===== src/rtl/ext_unit_pipe.sv =====
// Pipelined operand extender (zero / sign / upper / bool) with a 2-entry valid/ready output buffer.
// Optional macro EXT_COUNT_EN adds the CNT_W-bit xfer_count port counting accepted operands.
module ext_unit_pipe #(
    parameter int IN_W  = 16,
    parameter int OUT_W = 32
`ifdef EXT_COUNT_EN
    ,
    parameter int CNT_W = 16
`endif
) (
    input  logic             clk,
    input  logic             reset,
    input  logic             in_valid,
    output logic             in_ready,
    input  logic [IN_W-1:0]  in_data,
    input  logic [1:0]       in_mode,
    output logic             out_valid,
    input  logic             out_ready,
    output logic [OUT_W-1:0] out_data
`ifdef EXT_COUNT_EN
    ,
    output logic [CNT_W-1:0] xfer_count
`endif
);

    localparam int PAD_W = OUT_W - IN_W;

    logic [OUT_W-1:0] ext_result;
    logic             push;
    logic             pop;

    logic [1:0]       count_q, count_d;
    logic [OUT_W-1:0] head_q,  head_d;
    logic [OUT_W-1:0] tail_q,  tail_d;

    // Extension is done before storage so out_data comes straight from a flop.
    always_comb begin
        ext_result = '0;
        case (in_mode)
            2'b00:   ext_result = OUT_W'(in_data);
            2'b01:   ext_result = OUT_W'($signed(in_data));
            2'b10:   ext_result = OUT_W'(in_data) << PAD_W;
            default: ext_result = OUT_W'(|in_data);
        endcase
    end

    assign in_ready  = (count_q != 2'd2);
    assign out_valid = (count_q != 2'd0);
    assign out_data  = head_q;

    assign push = in_valid & in_ready;
    assign pop  = out_valid & out_ready;

    always_comb begin
        count_d = count_q;
        head_d  = head_q;
        tail_d  = tail_q;
        case ({push, pop})
            2'b10: begin
                if (count_q == 2'd0) begin
                    head_d = ext_result;
                end else begin
                    tail_d = ext_result;
                end
                count_d = count_q + 2'd1;
            end
            2'b01: begin
                head_d  = tail_q;
                count_d = count_q - 2'd1;
            end
            2'b11: begin
                // Push can only coincide with pop at count 1: the new result replaces the head.
                if (count_q == 2'd1) begin
                    head_d = ext_result;
                end else begin
                    head_d = tail_q;
                    tail_d = ext_result;
                end
            end
            default: ;
        endcase
    end

`ifdef EXT_COUNT_EN
    logic [CNT_W-1:0] xfer_q, xfer_d;

    always_comb begin
        xfer_d = xfer_q;
        if (push) begin
            xfer_d = xfer_q + CNT_W'(1);
        end
    end

    assign xfer_count = xfer_q;

    always_ff @(posedge clk or posedge reset) begin
        if (reset) begin
            xfer_q <= '0;
        end else begin
            xfer_q <= xfer_d;
        end
    end
`endif

    always_ff @(posedge clk or posedge reset) begin
        if (reset) begin
            count_q <= 2'd0;
            head_q  <= '0;
            tail_q  <= '0;
        end else begin
            count_q <= count_d;
            head_q  <= head_d;
            tail_q  <= tail_d;
        end
    end

endmodule

===== config.mk =====
export PLATFORM = sky130hd
export DESIGN_NAME = ext_unit_pipe
export DESIGN_NICKNAME = d
export VERILOG_FILES = /design/src/rtl/ext_unit_pipe.sv
export SDC_FILE = /design/constraint.sdc
export NUM_CORES = 1
export LEC_CHECK = 0
export ABC_AREA = 1
export CAP_MARGIN = 20
export CORE_MARGIN = 2
export CORE_UTILIZATION = 57
export CTS_CLUSTER_DIAMETER = 40
export DETAILED_ROUTE_END_ITERATION = 8
export PLACE_DENSITY = 0.85
export SLEW_MARGIN = 20
export SYNTH_ARGS = -nofsm -noshare
export SYNTH_HDL_FRONTEND = slang
export SYNTH_SLANG_ARGS = --single-unit

===== constraint.sdc =====
create_clock -name clk -period 6.8 [get_ports clk]
set_clock_uncertainty 0.1 [all_clocks]
set_input_delay 1.36 -clock clk [delete_from_list [all_inputs] [get_ports clk]]
set_output_delay 1.36 -clock clk [all_outputs]
set_load 0.02 [all_outputs]

==> results_dict.tcl, run 1 <==
set metrics [dict create \
    hpwlAfterDp_mm 4.94 \
    avgSynthCellArea_um2 8.24 \
    cp.required_ns 6.95 \
    synth_ff_type "dfrtp_1" \
    cts_resized 0 \
    post-route-period-util_pct 50.6 \
    cap_viol_max_count 0 \
    crit_slowest_cell "inv_2" \
    fmax_mhz 291 \
    yosysTopAreaCellShare_pct 50.7 \
    drive_gt1_share_pct 7.74 \
    clockBufferDepth 2 \
    max_slew_margin_pct 40.0 \
    finalCriticalPeriod_ns 3.44 \
    max_stage_delay_ns 0.52 \
    synth_area_leader_cell "dfrtp_1" \
    io_buffers 55 \
    io_pins 56 \
    first_iter_violations 274 \
    grt_overflow 0 \
    yosysMostFrequentCell "nand2_1" \
    via_per_inst 5.58 \
    finalMaxSlewViolations 0 \
    die_area_um2 6330 \
    drt-pass1-iter-count 5 \
    clock_latency_ns 0.34 \
    antenna_found_initial 0 \
    ant_nets 0 \
    post_dp_cell_area_um2 3740 \
    place_ws_ns 3.07 \
    cts_hold_buffers 0 \
    synth_common_cells "nand2_1 (100), dfrtp_1 (66), nor2_1 (58), nand3_1 (29), a31oi_1 (28)" \
    min_path_type "reg2reg" \
    wl_per_cell_um 14.4 \
    rr_worst_depth 12 \
    clkTransAtPathRegs_ns 0.06 \
    holdWs_ns 0.384 \
    via_count 2852 \
    synth_cell_types 22 \
    async_flop_share_pct 100 \
    yosysWarnings 0 \
    synth-edff-count 0 \
    power_leakage_nw 1.75 \
    finalSetupViolations 0 \
    power.total_mw 1.88 \
    hold_viol 0 \
    cp.arrival_ns 3.59 \
    start_util_pct 59.1 \
    wirelength_mm 7.38 \
    synth-seq-area-share_pct 50.7 \
    cts.htree.levels 3 \
    coreArea_um2 5510 \
    area_growth_pct 19.7 \
    gp_congestion 0.820 \
    final_area_um2 3890 \
    die_w_um 79.6 \
    finalSetupTns_ns 0 \
    end_kind "flip-flop" \
    setup_ws_ns 3.36 \
    drc 0 \
    power.density_nw_per_um2 483 \
    track_usage_pct 25.4 \
    cts_buffers 9 \
    synth_cells 395 \
    worst_slew_pin_slew_ns 0.897 \
    rsz0062_at_grt "no" \
    grt_pass1_vias 2684 \
    worstSetupPathType "in2reg" \
    cp_max_fo 33 \
    vdd_ir_drop_max_uv 374 \
    worstPathCellList "clkdlybuf4s50_1, nand2_4, inv_4, ha_1, nand2_1, o21ai_1, nand2_2, inv_2, nor2_1, a31oi_1" \
    grt_max_degree 67 \
    synthTopCellsByArea "dfrtp_1 (51%), nand2_1 (12%), nor2_1 (6.7%)" \
    fillCellCount 416 \
    nets 465 \
    cp-start-kind "input pin" \
    num_rows 27 \
    status "complete, no violations" \
    cts-root-buf "clkbuf_8" \
    cts_tree "yes" \
    clkSinkCount 66 \
    multiInputGateArea_um2 1350 \
    diodes 0 \
    die_y_um 79.6 \
    grt_pass1_wl_mm 12.4 \
    seq_area_um2 1650 \
    synth_seq_cells 66 \
    post_cts_buffers 0 \
    syn_area_um2 3250 \
    syn_nets 423 \
    hold_depth 2 \
]
[report_power, final]
group / total (mW) / internal (mW) / leakage, nW / switching, mW
logic: 0.888 / 0.366 / 0.868 / 0.522
clock network: 0.281 / 0.147 / 0.0815 / 0.135
registers: 0.710 / 0.599 / 0.805 / 0.111
total: 1.88 / 1.11 / 1.75 / 0.768
[sequential cells by signal, indices dropped and copies added, names as in the netlist]
| signal | count |
|---|---|
| count_q | 2 |
| out_data | 32 |
| tail_q | 32 |
[final cells by class]
type / count / share of cell area, %
well taps: 72 / 2.31
clock buffers: 13 / 4.08
inverters: 22 / 2.25
flip-flops and latches: 66 / 42.4
multi-input cells: 282 / 34.6
repair buffers: 56 / 14.3
[path summary, 6_finish.rpt]
check,endpoint,startpoint,slack [ns]
setup / recovery,tail_q[17],out_ready,3.36
hold / removal,tail_q[29],tail_q[29],0.38
setup reg to reg,tail_q[17],count_q[0],4.10
hold reg to reg,tail_q[29],tail_q[29],0.38
max in group asynchronous,out_data[31],reset,4.60
min in group asynchronous,out_data[20],reset,1.47
[worst max-delay path: cells and delay by family]
| kind | cells | cell delay (ns) |
|---|---|---|
| AO/OA/AOI/OAI | 2 | 0.31 |
| AND/OR/NAND/NOR | 4 | 0.62 |
| buffers and inverters | 3 | 1.10 |
| adder cells (fa/ha/maj) | 1 | 0.20 |
[metrics by stage]
stage	util, %	std cells
2_1_floorplan	-	395
3_3_place_gp	67.8	498
3_5_place_dp	67.8	498
4_1_cts	70.7	511
5_1_grt	70.7	511
6_report	70.7	511
[cells by family after synthesis]
kind of cell	count (synthesis)	synth area share, %
AND/OR/NAND/NOR	192	24.1
buffers and inverters	47	7.80
adder cells (fa/ha/maj)	6	2.31
XOR/XNOR	2	0.538
flip-flops	66	50.7
AO/OA/AOI/OAI	82	14.5
[per-layer routing]
metal	share of wire, %	routed length, µm	vias to the layer above	track usage (%)
met3	5.8	429	26	4.75
met1	43	3180	1326	32.4
met2	48	3520	123	40.7
met4	3.4	250	0	14.5
met5	0	0	-	0
li1	-	-	1377	-
[cell usage in the layout, fill, tap and decap left out, types with 11 or more instances in the layout]
cell             count
o21ai_0             19
a31oi_1             28
dfrtp_1             66
inv_1               11
clkbuf_8            11
nand3_1             29
nand2_1            100
a21oi_1             27
nor2_1              58
clkdlybuf4s50_1     55
Note: power is estimated with default switching activity, not from simulation.
==> run 2, diff against run 1 <==
- CORE_UTILIZATION: 57 -> 53
- PLACE_DENSITY: 0.85 -> 0.8
- clock period: 6.8 -> 3.2 ns (I/O delays scaled with it)
==> run 2 against run 1 <==
  * Clock-buffer cell count did not move
  * Wire length fell by 0.65%
  * Cell area rose by 1.0%
  * Register-to-register slack got worse by 3.2 ns
  * Combinational power rose by 120%
  * Via count fell by 0.98%
  * Core utilization fell by 4.3 points
  * Clock power rose by 110%
  * Die area rose by 7.2%
  * Critical endpoint is now out_valid
  * Largest cell class unchanged
==> results_dict.tcl, run 2 (synthesis results as in run 1) <==
set metrics [dict create \
    status "complete, no violations" \
    fmax_mhz 404 \
    grt_pass1_vias 2641 \
    cts_hold_buffers 0 \
    area_growth_pct 20.9 \
    cp.required_ns 2.46 \
    finalSetupViolations 0 \
    track_usage_pct 23.9 \
    layout_common_cells "nand2_1 (100), dfrtp_1 (66), nor2_1 (58)" \
    post-route-period-util_pct 77.4 \
    layout_commonest_cell "nand2_1" \
    start_util_pct 55.0 \
    io_pins 56 \
    grt_max_degree 67 \
    cts_resized 0 \
    cts-root-buf "clkbuf_8" \
    cts.htree.levels 3 \
    clkTransAtPathRegs_ns 0.06 \
    cp.arrival_ns 1.74 \
    vdd_ir_drop_max_uv 888 \
    rr_worst_depth 12 \
    nets 468 \
    ant_nets 0 \
    drt-pass1-iter-count 6 \
    cts_buffers 9 \
    die_y_um 82.4 \
    grt_pass1_wl_mm 12.3 \
    end_kind "output pin" \
    power.density_nw_per_um2 1020 \
    min_path_type "reg2reg" \
    cts_tree "yes" \
    coreArea_um2 5920 \
    cp_max_fo 3 \
    gp_congestion 0.814 \
    first_iter_violations 261 \
    hold_viol 0 \
    grt_overflow 0 \
    rsz0062_at_grt "no" \
    hpwlAfterDp_mm 4.96 \
    finalMaxSlewViolations 0 \
    num_rows 28 \
    diodes 0 \
    die_area_um2 6780 \
    power_leakage_nw 1.77 \
    finalCriticalPeriod_ns 2.48 \
    wl_per_cell_um 14.2 \
    finalSetupTns_ns 0 \
    drive_gt1_share_pct 8.37 \
    power.total_mw 4.02 \
    clkSinkCount 66 \
    wirelength_mm 7.34 \
    via_count 2824 \
    hold_depth 2 \
    io_buffers 55 \
    clockBufferDepth 2 \
    via_per_inst 5.46 \
    die_w_um 82.4 \
    max_slew_margin_pct 46.3 \
    cp-start-kind "flip-flop" \
    worstSetupPathType "reg2out" \
    cap_viol_max_count 0 \
    antenna_found_initial 0 \
    post_cts_buffers 0 \
    clock_latency_ns 0.34 \
    drc 0 \
    worst_slew_pin_slew_ns 0.806 \
]
[run 2: changes by cell type in the layout (fill, tap and decap cells not counted), sizes merged]
| cell | previous run | this run |
|---|---|---|
| buf | 1 | 4 |
[run 2: path summary, 6_finish.rpt]
| kind | slack [ns] | end | from |
|---|---|---|---|
| min reg2reg | 0.38 | tail_q[30] | tail_q[30] |
| min | 0.38 | tail_q[30] | tail_q[30] |
| max | 0.72 | out_valid | count_q[0] |
| max in group asynchronous | 1.72 | tail_q[1] | reset |
| max reg2reg | 0.86 | out_data[1] | count_q[0] |
| min in group asynchronous | 0.76 | out_data[21] | reset |
[run 2: layout make-up]
class                      count  area (µm²)
clock buffer                  13         159
inverter                      22        87.6
multi-input combinational    282        1350
timing repair buffer          59         593
sequential                    66        1650
tap                           75        93.8
fill                         523        1990
[run 2: routing by layer]
layer  part of all wire [%]  GRT usage (%)  vias to the layer above
li1                       -              -                     1385
met1                     45           31.2                     1346
met2                     49           39.0                       81
met3                    4.8           5.00                       12
met4                    1.5           9.50                        0
met5                      0              0                        -
[run 2: where the power goes]
part | internal, mW | switching, mW | total (mW)
sequential | 1.27 | 0.228 | 1.50
clock | 0.311 | 0.280 | 0.591
combinational | 0.807 | 1.12 | 1.93
total | 2.39 | 1.63 | 4.02
[run 2: critical path, cell delays in order, from the launching register on]
cell,delay [ns]
dfrtp_1,0.39
inv_1,0.09
ha_1,0.24
inv_2,0.09
clkdlybuf4s50_1,0.60
[run 2: stage by stage]
stage	hold WS [ns]	utilization, %	cell area (µm²)	cells	setup slack, ns
2_1_floorplan	0.349	-	3250	395	0.805
3_3_place_gp	0.364	63.8	3770	504	0.631
3_5_place_dp	0.367	63.8	3770	504	0.486
4_1_cts	0.384	66.4	3930	517	0.699
5_1_grt	0.409	66.4	3930	517	0.670
6_report	0.384	66.4	3930	517	0.723
